[config.mk]
export PLATFORM = sky130hd
export DESIGN_NAME = vl_strip_sequencer
export DESIGN_NICKNAME = d
export VERILOG_FILES = /design/src/rtl/vl_strip_sequencer.sv
export SDC_FILE = /design/constraint.sdc
export NUM_CORES = 1
export LEC_CHECK = 0
export ABC_AREA = 1
export CAP_MARGIN = 0
export CORE_MARGIN = 3
export CORE_UTILIZATION = 46
export DETAILED_ROUTE_END_ITERATION = 8
export PLACE_DENSITY = 0.68
export REMOVE_ABC_BUFFERS = 1
export SLEW_MARGIN = 30
export SYNTH_ARGS = -nofsm -noshare
export SYNTH_HDL_FRONTEND = slang
export SYNTH_SLANG_ARGS = --single-unit
[constraint.sdc]
create_clock -name clk -period 4.8 [get_ports clk]
set_clock_uncertainty 0.2 [all_clocks]
set_input_delay 0.96 -clock clk [delete_from_list [all_inputs] [get_ports clk]]
set_output_delay 0.96 -clock clk [all_outputs]
set_load 0.03 [all_outputs]
[src/rtl/vl_strip_sequencer.sv]
// vl_strip_sequencer: strip-mining controller for the vector unit.
// Accepts one configuration (SEW, LMUL, AVL), derives VLMAX = (VLEN/SEW)*LMUL
// and streams per-strip vector lengths over a valid/ready handshake until the
// AVL is exhausted.
//
// Ports:
//   clk, rst                  clock, synchronous active-high reset
//   cfg_valid/cfg_ready       configuration handshake (ready only when idle)
//   sew_enc, lmul_enc, avl    configuration payload, sampled at acceptance
//   abort                     kill the running operation
//   strip_valid/strip_ready   strip handshake toward the datapath
//   strip_vl/idx/last         strip descriptor
//   busy, done, err           status; done/err are one-cycle pulses
// Every output is a flop; next-output values are derived from next-state values.
module vl_strip_sequencer #(
  parameter int unsigned VLEN = 128
) (
  input  logic       clk,
  input  logic       rst,
  input  logic       cfg_valid,
  output logic       cfg_ready,
  input  logic [2:0] sew_enc,
  input  logic [2:0] lmul_enc,
  input  logic [8:0] avl,
  input  logic       abort,
  output logic       strip_valid,
  input  logic       strip_ready,
  output logic [8:0] strip_vl,
  output logic [7:0] strip_idx,
  output logic       strip_last,
  output logic       busy,
  output logic       done,
  output logic       err
);

  localparam int unsigned VL_W      = 9;
  localparam int unsigned IDX_W     = 8;
  localparam int unsigned ENC_MAX   = 4;
  localparam int unsigned VLMAX_CAP = 256;

  typedef enum logic [1:0] {
    IDLE  = 2'd0,
    ISSUE = 2'd1,
    DONE  = 2'd2
  } state_t;

  state_t             state, state_d;
  logic [VL_W-1:0]    rem, rem_d;
  logic [VL_W-1:0]    vlmax, vlmax_d;
  logic [IDX_W-1:0]   idx, idx_d;

  logic [VL_W-1:0]    cur_vl;
  logic               cur_last;
  logic               hs;
  logic               enc_bad;
  logic [31:0]        vlmax_raw;
  logic [VL_W-1:0]    vlmax_cfg;

  logic               cfg_ready_d, strip_valid_d, strip_last_d;
  logic               busy_d, done_d, err_d, done_now;
  logic [VL_W-1:0]    strip_vl_d;
  logic [IDX_W-1:0]   strip_idx_d;

  // VLMAX from the offered encodings, saturated to the 9-bit range
  always_comb begin
    vlmax_raw = (32'(VLEN) >> (32'd3 + 32'(sew_enc))) << lmul_enc;
    if (vlmax_raw > 32'(VLMAX_CAP)) begin
      vlmax_cfg = VL_W'(VLMAX_CAP);
    end else begin
      vlmax_cfg = VL_W'(vlmax_raw);
    end
    enc_bad = (32'(sew_enc) > ENC_MAX) || (32'(lmul_enc) > ENC_MAX);
  end

  // Next-state and next-output logic
  always_comb begin
    state_d  = state;
    rem_d    = rem;
    vlmax_d  = vlmax;
    idx_d    = idx;
    err_d    = 1'b0;
    done_now = 1'b0;

    cur_vl   = (rem < vlmax) ? rem : vlmax;
    cur_last = (rem <= vlmax);
    hs       = strip_valid & strip_ready;

    case (state)
      IDLE: begin
        if (cfg_valid) begin
          if (enc_bad) begin
            err_d = 1'b1;
          end else if (avl == '0) begin
            done_now = 1'b1;
          end else begin
            vlmax_d = vlmax_cfg;
            rem_d   = avl;
            idx_d   = '0;
            state_d = ISSUE;
          end
        end
      end
      ISSUE: begin
        // A strip handshaking alongside abort is still consumed
        if (hs) begin
          rem_d = rem - cur_vl;
          idx_d = IDX_W'(idx + IDX_W'(1));
          if (cur_last) begin
            state_d = DONE;
          end
        end
        if (abort) begin
          state_d = IDLE;
        end
      end
      DONE: begin
        state_d = IDLE;
      end
      default: begin
        state_d = IDLE;
      end
    endcase

    strip_valid_d = (state_d == ISSUE);
    strip_vl_d    = '0;
    strip_idx_d   = '0;
    strip_last_d  = 1'b0;
    if (state_d == ISSUE) begin
      strip_vl_d   = (rem_d < vlmax_d) ? rem_d : vlmax_d;
      strip_idx_d  = idx_d;
      strip_last_d = (rem_d <= vlmax_d);
    end
    cfg_ready_d = (state_d == IDLE);
    busy_d      = (state_d != IDLE);
    done_d      = done_now | (state_d == DONE);
  end

  // State and output registers
  always_ff @(posedge clk) begin
    if (rst) begin
      state       <= IDLE;
      rem         <= '0;
      vlmax       <= '0;
      idx         <= '0;
      cfg_ready   <= 1'b1;
      strip_valid <= 1'b0;
      strip_vl    <= '0;
      strip_idx   <= '0;
      strip_last  <= 1'b0;
      busy        <= 1'b0;
      done        <= 1'b0;
      err         <= 1'b0;
    end else begin
      state       <= state_d;
      rem         <= rem_d;
      vlmax       <= vlmax_d;
      idx         <= idx_d;
      cfg_ready   <= cfg_ready_d;
      strip_valid <= strip_valid_d;
      strip_vl    <= strip_vl_d;
      strip_idx   <= strip_idx_d;
      strip_last  <= strip_last_d;
      busy        <= busy_d;
      done        <= done_d;
      err         <= err_d;
    end
  end

endmodule
==> results of run 1 <==
[per-stage QoR]
| step | TNS (ns) | utilization | power [W] | instances |
|---|---|---|---|---|
| after CTS | 0 | 0.573 | 0.00127 | 630 |
| after global placement | 0 | 0.558 | 0.000966 | 623 |
| after detailed placement | 0 | 0.558 | 0.000978 | 623 |
| after floorplan | 0 | - | 0.000838 | 481 |
| after global routing | -0.00256 | 0.577 | 0.00138 | 632 |
| final | 0 | 0.577 | 0.00129 | 632 |
[what timing repair did]
| item | CTS | global route |
|---|---|---|
| hold buffers | 0 | 0 |
| setup buffers | 0 | 2 |
| gates resized for setup | 0 | 3 |
| setup endpoints to repair | 0 | 9 |
[flip-flops by register name, summed over array words and instances (netlist names)]
| name | flops |
|---|---|
| rem | 9 |
| strip_vl | 9 |
| vlmax | 9 |
| idx | 8 |
| strip_idx | 8 |
| state | 2 |
| busy | 1 |
| cfg_ready | 1 |
| done | 1 |
| err | 1 |
| strip_last | 1 |
| strip_valid | 1 |
[area by class of cell]
| cell class | instances | share of cell area |
|---|---|---|
| multi-input combinational | 368 | 0.517 |
| sequential | 51 | 0.252 |
| timing repair buffer | 48 | 0.115 |
| inverter | 62 | 0.0603 |
| tap | 96 | 0.0297 |
| clock buffer | 6 | 0.0179 |
| clock inverter | 1 | 0.00742 |
[logic make-up (layout without fill, tap and decap cells)]
group                    count (synthesis)  after routing  share of synthesized area
XOR/XNOR                                 2              2                    0.00510
buffers and inverters                   72            117                     0.0961
AND/OR/NAND/NOR                        272            272                      0.369
adder cells (fa/ha/maj)                 28             28                      0.104
multiplexers                             1              1                    0.00437
flip-flops                              51             51                      0.297
AO/OA/AOI/OAI                           65             65                      0.125
[cell usage in the layout (no fill, tap or decap), drive strengths merged, types with 4 or more instances in the layout]
master	instances
a21oi	29
nand2	144
buf	6
clkbuf	6
o21a	5
nand3b	4
clkdlybuf4s50	42
ha	27
dfxtp	51
nor2	63
or2	5
nand3	45
nand4	8
inv	61
o21ai	21
[Yosys cell counts, drive strengths merged, types with 2 or more instances]
library cell and count:
nand2 144, nor2 63, inv 61, dfxtp 51
nand3 45, a21oi 29, ha 27, o21ai 21
nand4 8, buf 6, o21a 5, or2 5
clkbuf 4, nand3b 4, a22oi 2, nor4 2
xor2 2
[worst max-delay path: cells and delay by family, from the launching register on]
| kind | cells | cell delay (ns) |
|---|---|---|
| AOI/OAI and AO/OA | 2 | 0.26 |
| adders and majority gates | 4 | 1.17 |
| buffers and inverters | 4 | 0.37 |
| DFF | 1 | 0.35 |
| and+or+nand+nor | 19 | 2.00 |
[power by group]
group	internal, W	switching, W
Clock	0.000153	0.000142
Combinational	0.000200	0.000342
Sequential	0.000438	0.0000102
[worst max-delay path by stage]
stage | from | to | slack [ns] | cells after the start
5_1_grt | vlmax[8] | strip_vl[8] | -0.003 | 29
3_3_place_gp | rem[4] | strip_vl[8] | 0.31 | 29
2_1_floorplan | vlmax[2] | strip_vl[8] | 0.51 | 30
6_report | vlmax[8] | strip_vl[8] | 0.36 | 29
3_5_place_dp | vlmax[4] | strip_vl[8] | 0.20 | 30
4_1_cts | vlmax[8] | strip_vl[8] | 0.16 | 28
[metal layers]
layer | GRT usage | vias to the layer above | part of all wire
met5 | 0 | - | 0
met2 | 0.363 | 70 | 0.50
li1 | - | 1678 | -
met1 | 0.232 | 1495 | 0.42
met4 | 0.0767 | 0 | 0.025
met3 | 0.0309 | 15 | 0.057
==> results.sh, run 1 <==
export IMPL_grt_pass1_wl_mm=13.7
export IMPL_cts_sinks=51
export IMPL_grt_usage=0.199
export IMPL_worstSetupStartpointType="flop"
export IMPL_pre_cts_ws_ns=0.199
export IMPL_maxSlewViolCount=0
export IMPL_worstPathMaxFanout=10
export IMPL_synth_avg_cell_area_um2=7.00
export IMPL_worstPathRequired_ns=4.81
export IMPL_core_region_area_um2=7020
export IMPL_min_to="idx[7]"
export IMPL_stdcell_area_um2=4050
export IMPL_max_slew_margin=0.679
export IMPL_synthArstFlopShare=0
export IMPL_yosys_register_bits=51
export IMPL_drc=0
export IMPL_multi_input_comb_area_um2=2090
export IMPL_ios=43
export IMPL_antenna_found_initial=0
export IMPL_dr_pass1_iters=4
export IMPL_fin_nets=584
export IMPL_die_h_um=92.5
export IMPL_critical_path_slowest_cell="fa_1"
export IMPL_numCtsBuffers=5
export IMPL_post_route_cells_drive_above_1_share=0.119
export IMPL_finalSetupViolCount=0
export IMPL_worstMarginPinSlew_ns=0.480
export IMPL_grt_pass1_vias=2967
export IMPL_fin_crit_ns=4.44
export IMPL_synth_area_leaders="dfxtp_1 30%, nand2_1 14%, ha_1 9.8%"
export IMPL_min_path_type="reg2reg"
export IMPL_placedInstanceArea_um2=3920
export IMPL_hold_viol_final=0
export IMPL_r2r_setup_slack_ns=0.36
export IMPL_cp_data_arrival_time_ns=4.46
export IMPL_place_congestion=0.945
export IMPL_synth_top_area_share=0.297
export IMPL_fillers=696
export IMPL_yosysSeqAreaShare=0.297
export IMPL_gr_total_overflow=0
export IMPL_synth_cells=491
export IMPL_cts_root_buf="clkbuf_8"
export IMPL_postRouteAntennaNets=0
export IMPL_route_detailed_wl_per_inst_um=13.6
export IMPL_synth_cell_types=48
export IMPL_synth_largest_area_cell="dfxtp_1"
export IMPL_port_buffers=42
export IMPL_slowest_delay_ns=0.42
export IMPL_synth_ff_type="dfxtp_1"
export IMPL_holdWs_ns=0.342
export IMPL_p_leak_nw=1.95
export IMPL_worstSetupPathType="reg2reg"
export IMPL_whs_path_depth=2
export IMPL_wirelength_mm=8.60
export IMPL_finalCritPeriodShare=0.926
export IMPL_synth_warnings=0
export IMPL_fmaxAchievable_mhz=225
export IMPL_syn_area_um2=3440
export IMPL_p_per_area_nw_per_um2=318
export IMPL_dieArea_um2=8550
export IMPL_dpl_hpwl_mm=6.83
export IMPL_vias=3258
export IMPL_r2r_worst_path_cells=29
export IMPL_drt_iter0_drc=143
export IMPL_outcome="finished clean"
export IMPL_viasPerCell=5.16
export IMPL_fp_dieW_um=92.5
export IMPL_syn2layout_area_growth_pct=17.7
export IMPL_clk_pin_slew_ns=0.09
export IMPL_r2r_start="vlmax[8]"
export IMPL_cp_end_kind="flop"
export IMPL_synth_edf_count=0
export IMPL_seq_area_um2=1020
export IMPL_diodes=0
export IMPL_cts_tree="yes"
export IMPL_reg2reg_to="strip_vl[8]"
export IMPL_grt_start_max_net_pins=27
export IMPL_drv_cap=0
export IMPL_cpMostUsedCell="nand2_1"
export IMPL_insertion_delay_ns=0.30
export IMPL_clockBufferDepth=2
export IMPL_rows=30
export IMPL_ir_drop_v=0.000123
export IMPL_post_route_worst_setup_slack_ns=0.355
export IMPL_initial_utilization=0.490
export IMPL_htreeDepth=2
export IMPL_hp_start="idx[7]"
Note: power is estimated with default switching activity, not from simulation.
==> run 2: changes to the inputs <==
--- a/config.mk
+++ b/config.mk
@@ -7,6 +7,7 @@
 export LEC_CHECK = 0
 export ABC_AREA = 1
 export CAP_MARGIN = 0
+export CORE_ASPECT_RATIO = 0.8
 export CORE_MARGIN = 3
 export CORE_UTILIZATION = 46
 export DETAILED_ROUTE_END_ITERATION = 8
==> constraint.sdc (replaced) <==
create_clock -name clk -period 5 [get_ports clk]
set_clock_uncertainty 0.2 [all_clocks]
set_input_delay 1 -clock clk [delete_from_list [all_inputs] [get_ports clk]]
set_output_delay 1 -clock clk [all_outputs]
set_load 0.03 [all_outputs]
==> results.sh, run 2 (synthesis gave the netlist of run 1 again) <==
export IMPL_final_common_cell="nand2_1"
export IMPL_rows=27
export IMPL_dieArea_um2=8550
export IMPL_internal_power_w=0.000768
export IMPL_wirelength_mm=8.61
export IMPL_numCtsBuffers=5
export IMPL_fin_nets=580
export IMPL_initial_utilization=0.487
export IMPL_hp_start="idx[7]"
export IMPL_clk_pin_slew_ns=0.10
export IMPL_grt_start_max_net_pins=27
export IMPL_p_per_area_nw_per_um2=310
export IMPL_final_cell_mix="128 x nand2_1, 55 x nor2_1, 53 x inv_1"
export IMPL_post_route_cells_drive_above_1_share=0.114
export IMPL_worstSetupPathType="reg2reg"
export IMPL_whs_path_depth=2
export IMPL_tns_ns=0
export IMPL_crit_buf_inv=4
export IMPL_grt_setup_unrepaired="false"
export IMPL_path_delay_family="simple AND/OR/NAND/NOR gates"
export IMPL_grt_usage=0.207
export IMPL_cpMostUsedCell="nand2_1"
export IMPL_r2r_start="vlmax[8]"
export IMPL_critical_path_slowest_cell="fa_1"
export IMPL_drc=0
export IMPL_dpl_hpwl_mm=6.65
export IMPL_cts_tree="yes"
export IMPL_hold_viol_final=0
export IMPL_holdWs_ns=0.331
export IMPL_netSwitchingFraction=0.385
export IMPL_syn2layout_area_growth_pct=17.0
export IMPL_maxSlewViolCount=0
export IMPL_htreeDepth=2
export IMPL_post_cts_setup_buffer_count=0
export IMPL_drv_cap=0
export IMPL_worstSetupStartpointType="flop"
export IMPL_reg_largest_list="rem x9, strip_vl x9, vlmax x9"
export IMPL_power_share_clock=0.249
export IMPL_vias=3205
export IMPL_p_leak_nw=1.95
export IMPL_core_region_area_um2=7060
export IMPL_finalSetupViolCount=0
export IMPL_drt_iter0_drc=157
export IMPL_route_detailed_wl_per_inst_um=13.9
export IMPL_power_frac_seq=0.345
export IMPL_power_w=0.00125
export IMPL_crit_start="vlmax[8]"
export IMPL_worstPathRequired_ns=5.01
export IMPL_postRouteAntennaNets=0
export IMPL_insertion_delay_ns=0.31
export IMPL_switching_power_w=0.000480
export IMPL_die_h_um=83.3
export IMPL_dr_pass1_iters=5
export IMPL_min_path_type="reg2reg"
export IMPL_place_congestion=0.882
export IMPL_worstPathMaxFanout=19
export IMPL_gr_total_overflow=0
export IMPL_antenna_found_initial=0
export IMPL_cp_num_cells=28
export IMPL_worstMarginPinSlew_ns=0.510
export IMPL_cp_data_arrival_time_ns=4.60
export IMPL_fp_dieW_um=103
export IMPL_r2r_setup_slack_ns=0.41
export IMPL_cts_sinks=51
export IMPL_grt_pass1_wl_mm=14.0
export IMPL_cts_root_buf="clkbuf_8"
export IMPL_max_slew_margin=0.659
export IMPL_share_comb_of_total_power=0.406
export IMPL_fmaxAchievable_mhz=218
export IMPL_clockBufferDepth=2
export IMPL_ir_drop_v=0.000136
export IMPL_fin_crit_ns=4.59
export IMPL_outcome="finished clean"
export IMPL_slowest_delay_ns=0.42
export IMPL_port_buffers=42
export IMPL_cp_end_kind="flop"
export IMPL_viasPerCell=5.17
export IMPL_r2r_worst_path_cells=28
export IMPL_finalCritPeriodShare=0.918
export IMPL_grt_pass1_vias=2807
export IMPL_ios=43
export IMPL_diodes=0
run 2: routing by layer:
metal,vias up,wire length [um],global-route usage
li1,1671,-,-
met1,1449,4700,0.336
met2,79,3410,0.281
met3,6,437,0.0327
met4,0,65,0.0393
met5,-,0,0
run 2: worst reg2reg max path, delay by kind of cell, from the launching register on:
family	cells	cell delay [ns]
buffers and inverters	4	0.44
DFF	1	0.36
and+or+nand+nor	17	1.86
AOI/OAI and AO/OA	3	0.47
adders and majority gates	4	1.18
run 2: power by group through the flow:
stage	Sequential [W]	Combinational (W)	Clock [W]
after global routing	0.000432	0.000573	0.000334
after CTS	0.000431	0.000499	0.000318
after global placement	0.000440	0.000492	0
final	0.000431	0.000507	0.000311
after detailed placement	0.000440	0.000497	0
after floorplan	0.000452	0.000352	0
run 2: path summary, 6_finish.rpt:
kind | end
max | strip_vl[8]
min | strip_idx[7]
max reg2reg | strip_vl[8]
min reg2reg | strip_idx[7]
run 2: what timing repair did:
action                                  in CTS  in global routing
gates resized for setup                      0                  1
endpoints found under the setup margin       0                  2
hold buffers                                 0                  0
run 2: layout make-up:
| class | instances | area [um^2] |
|---|---|---|
| Multi-Input combinational cell | 368 | 2090 |
| Sequential cell | 51 | 1020 |
| Fill cell | 699 | 3040 |
| Clock buffer | 6 | 82.6 |
| Tap cell | 87 | 109 |
| Timing Repair Buffer | 44 | 435 |
| Clock inverter | 2 | 38.8 |
| Inverter | 62 | 240 |
run 2: per-stage QoR:
stage | cells | worst slack [ns] | utilization | area (um^2)
global placement | 612 | 0.559 | 0.551 | 3890
detailed placement | 612 | 0.462 | 0.551 | 3890
global route | 620 | 0.0327 | 0.570 | 4020
finish | 620 | 0.412 | 0.570 | 4020
CTS | 620 | 0.423 | 0.568 | 4010
floorplan | 481 | 0.714 | - | 3350
